==> config.mk <==
export PLATFORM = sky130hd
export DESIGN_NAME = std_mem_d1_reader
export DESIGN_NICKNAME = d
export VERILOG_FILES = /design/src/rtl/std_mem_reader_pkg.sv /design/src/rtl/std_stream_reg.sv /design/src/rtl/std_mem_d1_reader.sv
export SDC_FILE = /design/constraint.sdc
export NUM_CORES = 1
export LEC_CHECK = 0
export BUFFER_PORTS_ARGS = -buffer_cell sky130_fd_sc_hd__clkbuf_2
export CORE_MARGIN = 4
export CORE_UTILIZATION = 45
export CTS_CLUSTER_SIZE = 12
export DETAILED_ROUTE_END_ITERATION = 10
export PLACE_DENSITY = 0.76
export SLEW_MARGIN = 30
export SYNTH_ARGS = -nofsm -noshare
export SYNTH_HDL_FRONTEND = slang
export SYNTH_SLANG_ARGS = --single-unit
==> constraint.sdc <==
create_clock -name clk -period 2.02 [get_ports clk]
set_clock_uncertainty 0.2 [all_clocks]
set_input_delay 0.404 -clock clk [delete_from_list [all_inputs] [get_ports clk]]
set_output_delay 0.404 -clock clk [all_outputs]
set_load 0.01 [all_outputs]
==> src/rtl/std_mem_reader_pkg.sv <==
// Shared types for the std_mem_d1 stream reader family.
package std_mem_reader_pkg;

  typedef enum logic [1:0] {
    IDLE  = 2'd0,
    RUN   = 2'd1,
    DRAIN = 2'd2,
    DONE  = 2'd3
  } reader_state_t;

endpackage

==> src/rtl/std_stream_reg.sv <==
// Registered valid/ready output stage: one skid-free beat register whose
// data and valid hold stable while the consumer stalls.
module std_stream_reg #(
  parameter int WIDTH = 32
) (
  input  logic             clk,
  input  logic             reset,
  input  logic             load,
  input  logic [WIDTH-1:0] din,
  input  logic             ready,
  output logic             can_load,
  output logic [WIDTH-1:0] dout,
  output logic             valid
);

  logic [WIDTH-1:0] data_q, data_d;
  logic             valid_q, valid_d;

  assign can_load = !valid_q || ready;
  assign dout     = data_q;
  assign valid    = valid_q;

  always_comb begin
    data_d  = data_q;
    valid_d = valid_q;
    if (load && can_load) begin
      data_d  = din;
      valid_d = 1'b1;
    end else if (ready) begin
      valid_d = 1'b0;
    end else begin
      valid_d = valid_q;
    end
  end

  always_ff @(posedge clk) begin
    if (reset) begin
      data_q  <= '0;
      valid_q <= 1'b0;
    end else begin
      data_q  <= data_d;
      valid_q <= valid_d;
    end
  end

endmodule

==> src/rtl/std_mem_d1_reader.sv <==
// Walks a block of std_mem_d1 addresses and streams each word out with go/done control.
// Optional STD_MEM_READER_STRIDE_EN adds a per-transfer address stride port.
module std_mem_d1_reader
  import std_mem_reader_pkg::*;
#(
  parameter int WIDTH    = 32,
  parameter int SIZE     = 16,
  parameter int IDX_SIZE = 4
) (
  input  logic                clk,
  input  logic                reset,
  input  logic                go,
  input  logic [IDX_SIZE-1:0] start_addr,
`ifdef STD_MEM_READER_STRIDE_EN
  input  logic [IDX_SIZE-1:0] stride,
`endif
  input  logic [IDX_SIZE:0]   count,
  output logic [IDX_SIZE-1:0] addr0,
  input  logic [WIDTH-1:0]    read_data,
  output logic [WIDTH-1:0]    out_data,
  output logic                out_valid,
  input  logic                out_ready,
  output logic                done
);

  localparam logic [IDX_SIZE:0] SIZE_W = (IDX_SIZE+1)'(SIZE);
  localparam logic [IDX_SIZE:0] ONE_W  = (IDX_SIZE+1)'(1);

  reader_state_t       state_q, state_d;
  logic [IDX_SIZE-1:0] addr_q, addr_d;
  logic [IDX_SIZE:0]   rem_q, rem_d;
  logic                done_q, done_d;
  logic [IDX_SIZE:0]   step_s;
  logic [IDX_SIZE:0]   addr_sum_s;
  logic [IDX_SIZE:0]   addr_wrap_s;
  logic                load_s;
  logic                sr_ready_s;
  logic                can_load_s;

`ifdef STD_MEM_READER_STRIDE_EN
  logic [IDX_SIZE-1:0] stride_q, stride_d;
  assign step_s = {1'b0, stride_q};
`else
  assign step_s = ONE_W;
`endif

  // Extra bit keeps the sum from overflowing; one conditional subtract wraps it.
  assign addr_sum_s  = {1'b0, addr_q} + step_s;
  assign addr_wrap_s = (addr_sum_s >= SIZE_W) ? (addr_sum_s - SIZE_W) : addr_sum_s;

  always_comb begin
    state_d    = state_q;
    addr_d     = addr_q;
    rem_d      = rem_q;
    load_s     = 1'b0;
    sr_ready_s = 1'b0;
`ifdef STD_MEM_READER_STRIDE_EN
    stride_d   = stride_q;
`endif
    case (state_q)
      IDLE: begin
        if (go) begin
          if (count != '0) begin
            state_d = RUN;
            addr_d  = start_addr;
            rem_d   = count;
`ifdef STD_MEM_READER_STRIDE_EN
            stride_d = stride;
`endif
          end else begin
            state_d = DONE;
          end
        end else begin
          state_d = IDLE;
        end
      end
      RUN: begin
        sr_ready_s = out_ready;
        if (can_load_s) begin
          load_s = 1'b1;
          addr_d = addr_wrap_s[IDX_SIZE-1:0];
          rem_d  = rem_q - ONE_W;
          if (rem_q == ONE_W) begin
            state_d = DRAIN;
          end else begin
            state_d = RUN;
          end
        end else begin
          state_d = RUN;
        end
      end
      DRAIN: begin
        sr_ready_s = out_ready;
        if (out_valid && out_ready) begin
          state_d = DONE;
        end else begin
          state_d = DRAIN;
        end
      end
      DONE:    state_d = IDLE;
      default: state_d = IDLE;
    endcase
    done_d = (state_d == DONE);
  end

  always_ff @(posedge clk) begin
    if (reset) begin
      state_q <= IDLE;
      addr_q  <= '0;
      rem_q   <= '0;
      done_q  <= 1'b0;
    end else begin
      state_q <= state_d;
      addr_q  <= addr_d;
      rem_q   <= rem_d;
      done_q  <= done_d;
    end
  end

`ifdef STD_MEM_READER_STRIDE_EN
  always_ff @(posedge clk) begin
    if (reset) begin
      stride_q <= '0;
    end else begin
      stride_q <= stride_d;
    end
  end
`endif

  std_stream_reg #(.WIDTH(WIDTH)) u_out (
    .clk      (clk),
    .reset    (reset),
    .load     (load_s),
    .din      (read_data),
    .ready    (sr_ready_s),
    .can_load (can_load_s),
    .dout     (out_data),
    .valid    (out_valid)
  );

  assign addr0 = addr_q;
  assign done  = done_q;

endmodule

* Yosys cells after proc, flatten, opt, wreduce, memory -nomap -nowiden
Cells that the tools add are included.
Cells by class: add/subtract/negate cells 3, multiply operators 0, divide/modulo/power cells 0, $lt $le $gt $ge 1, equality and inequality tests 8, shifts and indexed selects 0, muxes and demuxes 20, bitwise gates (word level) 0, reduce and logical (&&, ||, !) cells 10
Operator list (count):
- two-way mux 4 bit | 4
- two-way mux 5 bit | 3
- one-hot mux 5 bit (2 select lines) | 1
- two-way mux 2 bit | 4
- one-hot mux 2 bit (4 select lines) | 1
- one-hot mux 4 bit (2 select lines) | 1
- equality test 2 bit (second input constant) | 3
- two-way mux 1 bit | 6
- adder 4 x 1 -> 5 bit (second input constant) | 1
- equality test 5 x 1 -> 1 bit (second input constant) | 1
- >= comparator 5 bit (second input constant) | 1
- nonzero test 5 bit | 1
- subtractor 5 x 1 -> 5 bit (second input constant) | 1
- != test 2 bit (second input constant) | 2
- AND reduction 4 bit | 1
- nonzero test 2 bit | 2
- subtractor 4 x 1 -> 4 bit (second input constant) | 1
- equality test 2 x 1 -> 1 bit (second input constant) | 1
- logical AND 1 bit | 2
- zero test 2 bit | 1
- != test 2 x 1 -> 1 bit (second input constant) | 1
- OR reduction 2 bit | 1
- zero test 1 bit | 1
- logical OR 1 bit | 1
Word-level totals: register bits 45, latch bits 0, memory bits (writable) 0, bits in read-only memories 0, input port bits 45, output and inout bits 38, logic and storage cells 48, memories 0

* Logic depth before layout (Yosys ltp)
Gate-level depths: netlist of run 1.
depth in word-level cells 8, depth in mapped cells 9, mapped depth without buffers 6

* Modules after synthesis
A second synthesis of run 1 with hierarchy kept.
Unflattened totals: cells, all modules 244, area total of the unflattened synthesis 2239.6 um^2
By module, submodules not included:
- std_stream_reg | times used 1, cells each 150, area each 1443.9 um^2, sequential area each 660.6 um^2
- std_mem_d1_reader | times used 1, cells each 94, area each 795.8 um^2, sequential area each 240.2 um^2

* Worst setup path before layout of run 1
No wires, ideal clock.
path kind register -> register, start reg state_q[0], end reg rem_q[4], library setup time 74 ps, arrival time 1598 ps, required time 1746 ps, path slack 148 ps, stages on the path, launching flop included 7, buffers on the path 0, clock period less this slack 1872 ps, path through dfxtp_1 -> inv_1 -> ha_1 -> a21bo_2 -> nand2_1 -> or4_1 -> a31oi_1
Between the ends: longest elaborated chain between the ends 6, elaborated cells on any way between the ends 12, classes of those cells eq/ne (5); mux (2); reduce/logical (5)
RTL lines:
- from (decl) | line std_mem_d1_reader.sv:29 | reader_state_t state_q, state_d;
- from (signal assigned) | line std_mem_d1_reader.sv:113 | state_q <= state_d;
- equality test 2 bit / equality test 2 x 1 -> 1 bit (equally long branches) | line std_mem_d1_reader.sv:60 | case (state_q)
- OR reduction 2 bit (no line)
- two-way mux 1 bit | line std_mem_d1_reader.sv:60
- logical OR 1 bit | line std_stream_reg.sv:19 | assign can_load = !valid_q || ready;
- != test 2 x 1 -> 1 bit (no line)
- AND reduction 4 bit (no line)
- to (signal assigned) | line std_mem_d1_reader.sv:115 | rem_q <= rem_d;
- to (decl) | line std_mem_d1_reader.sv:31 | logic [IDX_SIZE:0] rem_q, rem_d;
Several ways; a longest one is shown, not always the timed one. A chain may end at the register's enable or synchronous reset.

* Final worst setup path of run 1
start reg state_q[1], end reg rem_q[4]
Same word-level chain as after synthesis.

==> impl_metrics.py, run 1 <==
metrics = {
    "floorplanning": {
        "core-area_mm2": 0.004144,
        "core.rowCount": 23,
        "die_area_mm2": 0.005564,
        "die_h_um": 74.60,
        "start_util": 0.4816,
        "ioPinCount": 83,
        "die_w_um": 74.60,
    },
    "clocking": {
        "postCtsSetupRepairBufs": 0,
        "clk_pin_slew_ns": 0.09,
        "cts_buffers": 5,
        "htree_num_levels": 2,
        "clockBufferDepth": 2,
        "postCtsHoldBufs": 0,
        "post_cts_resized": 0,
        "clk_latency_ns": 0.29,
        "clockRootBuffer": "clkbuf_8",
        "cts_tree": "done",
        "cts.sinks": 45,
    },
    "timing": {
        "hold_viol": 0,
        "drv_slew": 0,
        "max_freq_mhz": 520.0,
        "finalSetupTns_ns": 0,
        "setup_viol": 0,
        "period_share": 0.9520,
        "rsz0062_at_grt": "false",
        "tightest_slew_ns": 0.3451,
        "period_minus_slack_ns": 1.923,
        "max_slew_margin": 0.7695,
    },
    "yosys": {
        "synth_edf_count": 0,
        "yosysMostFrequentCell": "nand2_1",
        "yosys.cell_types.count": 41,
        "yosysSeqAreaShare": 0.4514,
        "synth_area_leaders": "dfxtp_1, nand2_1, a21oi_1",
        "synth-warning-count": 0,
        "synth_area_leader_cell": "dfxtp_1",
        "synth_cells": 246,
        "ys_ff_latch": 45,
        "synth_commonest_cells": "nand2_1, dfxtp_1, a21oi_1, inv_1, o21ai_0",
        "async_reset_ff_frac": 0,
        "avgSynthCellArea_um2": 8.112,
        "syn_nets": 298,
        "synth_flop_cell": "dfxtp_1",
        "yosys.area.top_type_share": 0.4514,
        "syn-cell-area_mm2": 0.001996,
    },
    "placement": {
        "placed_cell_area_mm2": 0.002500,
        "place_congestion": 0.8350,
        "placedCellCount": 374,
        "io_buffers": 82,
        "dp_hpwl_mm": 3.706,
    },
    "layout": {
        "fillers": 411,
        "seq_area_um2": 900.9,
        "layout.cells.non_filler": 382,
        "final_area_mm2": 0.002609,
        "synthToLayoutAreaGrowth_pct": 30.72,
        "nets": 383,
        "multiInputGateArea_mm2": 0.001012,
        "drive_gt1_frac": 0.3253,
        "diodes": 0,
    },
    "global_route": {
        "grt_overflow": 0,
        "track_usage": 0.1840,
        "grt_pass1_vias": 1846,
        "grt_max_degree": 33,
        "grt_pass1_wl_mm": 8.024,
        "antenna_found_initial": 0,
    },
    "power_and_ir_drop": {
        "seq_power_share": 0.420,
        "cellPowerDensity_mw_per_mm2": 1034,
        "peakVddDrop_uv": 521.4,
        "swShare": 0.3618,
        "pwr-share-comb": 0.373,
        "switchingPower_mw": 0.9763,
        "clockPowerShare": 0.207,
        "p_int_mw": 1.722,
        "leakage_nw": 1.179,
    },
    "critical_path": {
        "critical_path_peak_fanout": 9,
        "critPathLaunchType": "register",
        "crit_start": "state_q[1]",
        "crit_type": "reg2reg",
        "critPathArrivalTime_ns": 1.95,
        "setup.worst_path.end_class": "register",
        "required_ns": 2.05,
        "r2r_start": "state_q[1]",
    },
    "routing": {
        "drt_pass1_iterations": 4,
        "initialDrtViolationCount": 76,
        "vias": 1995,
        "drt-total-wl_mm": 5.000,
        "vias_per_cell": 5.223,
        "avgRoutedWirePerCell_um": 13.09,
        "drc": 0,
        "ant_nets": 0,
    },
    "worst_hold_path": {
        "worst_hold_startpoint": "read_data[21]",
        "hp-class": "in2reg",
    },
    "outcome": {
        "outcome": "finished, final reports clean",
    },
    "job": {
        "maxCapViolCount": 0,
    },
}
==> cells in the final DEF (no fill, tap or decap), drive strengths merged, types with 2 or more instances in the layout <==
cell type | netlist | final
nor2b | 2 | 2
nor2 | 5 | 5
clkbuf | 8 | 87
mux2i | 2 | 2
nand2 | 67 | 67
a311oi | 3 | 3
nand3b | 3 | 3
o21ai | 9 | 9
buf | 7 | 11
dfxtp | 45 | 45
a21boi | 3 | 3
nand3 | 6 | 6
and3 | 2 | 2
o311a | 2 | 2
a31oi | 2 | 2
nand2b | 4 | 4
a21oi | 39 | 39
ha | 7 | 7
o221ai | 2 | 2
or4 | 2 | 2
inv | 9 | 10
==> registers in the layout, summed over array words and instances, names as in the netlist <==
register and count:
state_q 2, addr0 4, u_out.valid 1, done 1, rem_q 5, u_out.dout 32
==> logic make-up (layout without fill, tap and decap cells) <==
| group | after synthesis | after routing | synth area share |
|---|---|---|---|
| simple gates | 97 | 97 | 0.2188 |
| compound gates | 71 | 71 | 0.2270 |
| flops | 45 | 45 | 0.4514 |
| buf+inv | 24 | 110 | 0.04890 |
| fa+ha+maj | 7 | 7 | 0.04389 |
| mux | 2 | 2 | 0.01003 |
==> power groups by stage <==
stage	Combinational (mW)	Sequential, mW	Clock (mW)
5_1_grt	1.14	1.15	0.618
3_3_place_gp	0.975	1.14	0
4_1_cts	0.997	1.13	0.580
6_report	1.01	1.13	0.558
2_1_floorplan	0.586	1.19	0
3_5_place_dp	0.992	1.15	0
==> layout make-up <==
cell class                      instances  area share
Tap cell                               50     0.02398
Multi-Input combinational cell        177      0.3880
Inverter                                9     0.01295
Sequential cell                        45      0.3453
Timing Repair Buffer                   93      0.1952
Clock buffer                            5     0.02638
Clock inverter                          3    0.008153
==> stage by stage <==
step,power [mW],utilization,hold slack (ns),setup WS [ns]
6_report,2.699,0.6295,0.1143,0.09702
5_1_grt,2.912,0.6295,0.1068,0.002977
4_1_cts,2.707,0.6250,0.1048,0.002255
3_3_place_gp,2.119,0.6033,0.2416,0.09086
2_1_floorplan,1.777,-,0.2678,0.1479
3_5_place_dp,2.142,0.6033,0.2460,0.008107
==> critical path, stage by stage, from the launching register on <==
cell and delay (ns):
dfxtp_1 0.33, inv_1 0.07, ha_2 0.33, a21bo_4 0.16, nand2_1 0.08, or4_1 0.51
a31oi_1 0.17
==> final timing paths <==
| kind | slack [ns] | to | depth (start not counted) |
|---|---|---|---|
| setup / recovery | 0.1 | rem_q[4] | 6 |
| hold / removal | 0.11 | u_out.dout[21] | 3 |
| setup reg to reg | 0.1 | rem_q[4] | 6 |
| hold reg to reg | 0.26 | u_out.dout[16] | 2 |
==> per-layer routing <==
metal	up-vias	track usage	wire, um
li1	1020	-	-
met1	903	0.2128	2040
met2	66	0.3278	2518
met3	6	0.05000	383
met4	0	0.05929	57
met5	-	0	0
(Power assumes the default switching activity.)
==> inputs of run 2 (changes only) <==
--- a/config.mk
+++ b/config.mk
@@ -11,7 +11,6 @@
 export CTS_CLUSTER_SIZE = 12
 export DETAILED_ROUTE_END_ITERATION = 10
 export PLACE_DENSITY = 0.76
-export SLEW_MARGIN = 30
 export SYNTH_ARGS = -nofsm -noshare
 export SYNTH_HDL_FRONTEND = slang
 export SYNTH_SLANG_ARGS = --single-unit
==> constraint.sdc (replaced) <==
create_clock -name clk -period 2.2 [get_ports clk]
set_clock_uncertainty 0.2 [all_clocks]
set_input_delay 0.44 -clock clk [delete_from_list [all_inputs] [get_ports clk]]
set_output_delay 0.44 -clock clk [all_outputs]
set_load 0.01 [all_outputs]
==> run 2 against run 1 <==
Compared with the run above:
- non-clock buffer count shrank 4
- via count decreased by 2.3%
- sequential cell count stayed put
- largest cell class unchanged
- clock power grew 10%
==> impl_metrics.py, run 2 (synthesized netlist as in run 1, its figures left out) <==
metrics = {
    "outcome": {
        "outcome": "finished, final reports clean",
    },
    "critical_path": {
        "reg2reg_depth": 6,
        "r2r_start": "state_q[0]",
        "required_ns": 2.22,
        "r2r_slack_ns": 0.17,
        "crit_type": "reg2reg",
        "r2r-end": "rem_q[4]",
        "critPathArrivalTime_ns": 2.06,
        "critPathLaunchType": "register",
        "critical_path_peak_fanout": 6,
        "setup.worst_path.end_class": "register",
    },
    "routing": {
        "vias": 1949,
        "initialDrtViolationCount": 78,
        "drt_pass1_iterations": 4,
        "vias_per_cell": 5.156,
        "ant_nets": 0,
        "drt-total-wl_mm": 4.941,
        "drc": 0,
        "avgRoutedWirePerCell_um": 13.07,
    },
    "layout": {
        "utilization": 0.6217,
        "nets": 379,
        "drive_gt1_frac": 0.3110,
        "final_area_mm2": 0.002576,
        "largest_register_ffs": 32,
        "final_cell_mix": "clkbuf_2, nand2_1, dfxtp_1",
        "layout.cells.non_filler": 378,
        "diodes": 0,
        "mostFrequentLayoutCell": "clkbuf_2",
        "synthToLayoutAreaGrowth_pct": 29.09,
    },
    "floorplanning": {
        "die_w_um": 74.60,
        "core.rowCount": 23,
        "start_util": 0.4816,
        "core-area_mm2": 0.004144,
        "die_area_mm2": 0.005564,
        "ioPinCount": 83,
        "die_h_um": 74.60,
    },
    "timing": {
        "rsz0062_at_grt": "false",
        "drv_slew": 0,
        "finalSetupTns_ns": 0,
        "hold_viol": 0,
        "period_minus_slack_ns": 2.035,
        "period_share": 0.9248,
        "max_freq_mhz": 491.5,
        "setup_ws_ns": 0.1654,
        "max_slew_margin": 0.6847,
        "tightest_slew_ns": 0.4729,
        "setup_viol": 0,
    },
    "worst_hold_path": {
        "worst_hold_startpoint": "read_data[5]",
        "hp-class": "in2reg",
        "whs_path_depth": 3,
        "whs_endpoint": "u_out.dout[5]",
    },
    "clocking": {
        "clk_latency_ns": 0.29,
        "clockRootBuffer": "clkbuf_8",
        "cts_buffers": 5,
        "postCtsHoldBufs": 0,
        "cts.sinks": 45,
        "clockBufferDepth": 2,
        "cts_tree": "done",
        "htree_num_levels": 2,
        "clk_pin_slew_ns": 0.08,
    },
    "placement": {
        "io_buffers": 82,
        "placed_cell_area_mm2": 0.002457,
        "place_congestion": 0.9112,
        "dp_worst_setup_slack_ns": 0.1782,
        "dp_hpwl_mm": 3.619,
        "placedCellCount": 370,
    },
    "global_route": {
        "grt_max_degree": 33,
        "antenna_found_initial": 0,
        "grt_overflow": 0,
        "track_usage": 0.1825,
        "grt_pass1_vias": 1743,
        "grt_pass1_wl_mm": 7.872,
    },
    "power_and_ir_drop": {
        "peakVddDrop_uv": 541.8,
        "cellPowerDensity_mw_per_mm2": 982.6,
        "leakage_nw": 1.169,
    },
    "job": {
        "maxCapViolCount": 0,
    },
}
## run 2: cell types whose count changed in the layout (fill, tap and decap cells not counted), sizes merged
cell	before	now
clkbuf	87	88
inv	10	9
buf	11	7
clkinvlp	1	0
bufinv	0	1
## run 2: critical path, stage by stage, from the launching register on
cell and delay, ns:
dfxtp_1 0.34, inv_1 0.08, ha_1 0.31, nand2b_1 0.19, o21ai_0 0.18, or4_1 0.49, a31oi_1 0.17
## run 2: cell type report
class                           count  area [um^2]
Clock buffer                        6        72.57
Multi-Input combinational cell    177         1005
Clock inverter                      2        38.79
Fill cell                         396         1568
Tap cell                           50        62.56
Inverter                            9        33.78
Sequential cell                    45        900.9
Timing Repair Buffer               89        462.9
## run 2: worst max-delay path by stage
stage                     cells after the start        to       start
after floorplan                               6  rem_q[4]  state_q[0]
after global placement                        5  rem_q[4]    count[3]
after detailed placement                      6  rem_q[4]  state_q[0]
after CTS                                     6  rem_q[4]  state_q[0]
after global routing                          6  rem_q[1]  state_q[1]
final                                         6  rem_q[4]  state_q[0]
## run 2: where the power goes
group | leakage [nW] | internal, mW | switching, mW
Combinational | 0.746 | 0.363 | 0.507
Sequential | 0.368 | 0.951 | 0.0948
Clock | 0.0554 | 0.341 | 0.275
## run 2: per-stage QoR
stage,power (mW),hold WS (ns)
6_report,2.531,0.1550
5_1_grt,2.704,0.1405
4_1_cts,2.550,0.1443
3_5_place_dp,1.925,0.2458
3_3_place_gp,1.910,0.2416
2_1_floorplan,1.632,0.2678
## run 2: what timing repair did
| item | in CTS | in global routing |
|---|---|---|
| gates resized for setup | 0 | 1 |
| setup buffers | 0 | 0 |
| endpoints found under the setup margin | 0 | 1 |
## run 2: per-layer routing
| metal | GRT usage | wire (um) | share of wire | vias up |
|---|---|---|---|---|
| li1 | - | - | - | 1015 |
| met1 | 0.2251 | 2095 | 0.42 | 866 |
| met2 | 0.3093 | 2392 | 0.48 | 62 |
| met3 | 0.05676 | 408 | 0.083 | 6 |
| met4 | 0.04743 | 46 | 0.0093 | 0 |
| met5 | 0 | 0 | 0 | - |
==> inputs of run 3 (changes only) <==
==> constraint.sdc (replaced) <==
create_clock -name clk -period 2.2 [get_ports clk]
set_clock_uncertainty 0.2 [all_clocks]
set_input_delay 0.22 -clock clk [delete_from_list [all_inputs] [get_ports clk]]
set_output_delay 0.22 -clock clk [all_outputs]
set_load 0.01 [all_outputs]
==> run 3 against run 2 <==
Compared with the run above:
- non-clock buffer count increased by 34
- count of clock-buffer cells in the layout unchanged
- wire length increased by 17%
- sequential share of layout area decreased by 3.9 points
- critical path type unchanged
==> impl_metrics.py, run 3 (synthesized netlist as in run 1, its figures left out) <==
metrics = {
    "outcome": {
        "outcome": "finished, final reports clean",
    },
    "global_route": {
        "track_usage": 0.2107,
        "grt_max_degree": 27,
        "grt_pass1_wl_mm": 9.135,
        "grt_overflow": 0,
        "grt_pass1_vias": 2024,
        "antenna_found_initial": 0,
    },
    "routing": {
        "vias": 2170,
        "vias_per_cell": 5.267,
        "avgRoutedWirePerCell_um": 14.07,
        "drt-total-wl_mm": 5.798,
        "drc": 0,
        "ant_nets": 0,
        "drt_pass1_iterations": 4,
        "initialDrtViolationCount": 94,
    },
    "placement": {
        "dp_hpwl_mm": 3.834,
        "place_congestion": 0.9847,
        "placedCellCount": 372,
        "io_buffers": 82,
        "dp_worst_setup_slack_ns": 0.1533,
    },
    "critical_path": {
        "critPathMaxStageDelay_ns": 0.51,
        "required_ns": 2.21,
        "critPathLaunchType": "register",
        "critPathArrivalTime_ns": 2.02,
        "r2r_start": "state_q[0]",
        "critical_path_peak_fanout": 9,
        "crit_type": "reg2reg",
        "crit_start": "state_q[0]",
        "crit_path_end": "rem_q[4]",
        "cpMaxStageDelayCell": "or4_1",
        "r2r_slack_ns": 0.19,
        "path_cells": "inv_1 -> ha_1 -> a21bo_2 -> nand2_1 -> or4_1 -> a31oi_1",
        "reg2reg_depth": 6,
        "r2r-end": "rem_q[4]",
        "setup.worst_path.end_class": "register",
    },
    "timing": {
        "drv_slew": 0,
        "setup_ws_ns": 0.1944,
        "hold_viol": 0,
        "period_minus_slack_ns": 2.006,
        "rsz0062_at_grt": "false",
        "period_share": 0.9116,
        "hold_slack_ns": 0.05335,
        "finalSetupTns_ns": 0,
        "tightest_slew_ns": 0.4928,
        "max_slew_margin": 0.6714,
        "setup_viol": 0,
        "max_freq_mhz": 498.6,
    },
    "layout": {
        "mostFrequentLayoutCell": "clkbuf_2",
        "nets": 413,
        "synthToLayoutAreaGrowth_pct": 45.14,
        "drive_gt1_frac": 0.2901,
        "diodes": 0,
        "layout.cells.non_filler": 412,
        "final_cell_mix": "clkbuf_2, nand2_1, dfxtp_1",
        "largest_register_ffs": 32,
    },
    "clocking": {
        "clockBufferDepth": 2,
        "clockRootBuffer": "clkbuf_8",
        "cts_tree": "done",
        "clk_pin_slew_ns": 0.08,
        "htree_num_levels": 2,
        "postCtsSetupRepairBufs": 0,
        "cts.sinks": 45,
        "clk_latency_ns": 0.29,
        "cts_buffers": 5,
    },
    "power_and_ir_drop": {
        "leakage_nw": 1.308,
        "cellPowerDensity_mw_per_mm2": 876.1,
        "peakVddDrop_uv": 455.6,
    },
    "floorplanning": {
        "ioPinCount": 83,
        "core-area_mm2": 0.004144,
        "core.rowCount": 23,
        "die_h_um": 74.60,
        "die_area_mm2": 0.005564,
        "start_util": 0.4816,
        "die_w_um": 74.60,
    },
    "worst_hold_path": {
        "hp-class": "in2reg",
    },
    "job": {
        "maxCapViolCount": 0,
    },
}
## run 3: how the worst min path moves through the flow
stage                        start        endpoint  slack [ns]  cells past startpoint
floorplan             read_data[0]   u_out.dout[0]        0.16                      2
global placement    u_out.dout[22]  u_out.dout[22]        0.24                      2
detailed placement   read_data[23]  u_out.dout[23]        0.25                      3
CTS                       count[4]        rem_q[4]        0.04                      3
global route                    go      state_q[1]        0.06                      3
finish                    count[4]        rem_q[4]        0.05                      3
## run 3: worst max-delay path: cells and delay by family (launching register included)
kind / cells / cell delay [ns]
flops: 1 / 0.34
buf+inv: 1 / 0.08
simple gates: 2 / 0.62
compound gates: 2 / 0.40
fa+ha+maj: 1 / 0.29
## run 3: repair_timing
item | CTS | global route
hold buffers | 32 | 0
gates resized for setup | 0 | 2
endpoints found under the setup margin | 0 | 2
hold endpoints to repair | 32 | 0
## run 3: cell type report
type / instances / area [um^2]
clock buffers: 6 / 82.58
clock inverters: 2 / 13.76
fillers: 338 / 1247
inverters: 9 / 33.78
multi-input cells: 177 / 1005
flip-flops and latches: 45 / 900.9
well taps: 50 / 62.56
repair buffers: 123 / 798.3
## run 3: layer usage
metal  global-route usage  routed length, um  up-vias
li1                     -                  -     1081
met1               0.2525               2481      988
met2               0.3698               2826       85
met3              0.04324                364       16
met4              0.07905                126        0
met5                    0                  0        -
## run 3: metrics by stage
stage          power (mW)  utilization  area (um^2)
4_1_cts             2.528       0.6972         2889
3_3_place_gp        1.932       0.5966         2472
2_1_floorplan       1.632            -         1996
5_1_grt             2.700       0.6990         2897
3_5_place_dp        1.952       0.5966         2472
6_report            2.538       0.6990         2897
## run 3: report_power, final
| part | total, mW | internal [mW] | switching (mW) |
|---|---|---|---|
| Clock | 0.531 | 0.255 | 0.276 |
| Sequential | 1.05 | 0.952 | 0.100 |
| Combinational | 0.954 | 0.416 | 0.538 |
| Total | 2.54 | 1.62 | 0.915 |
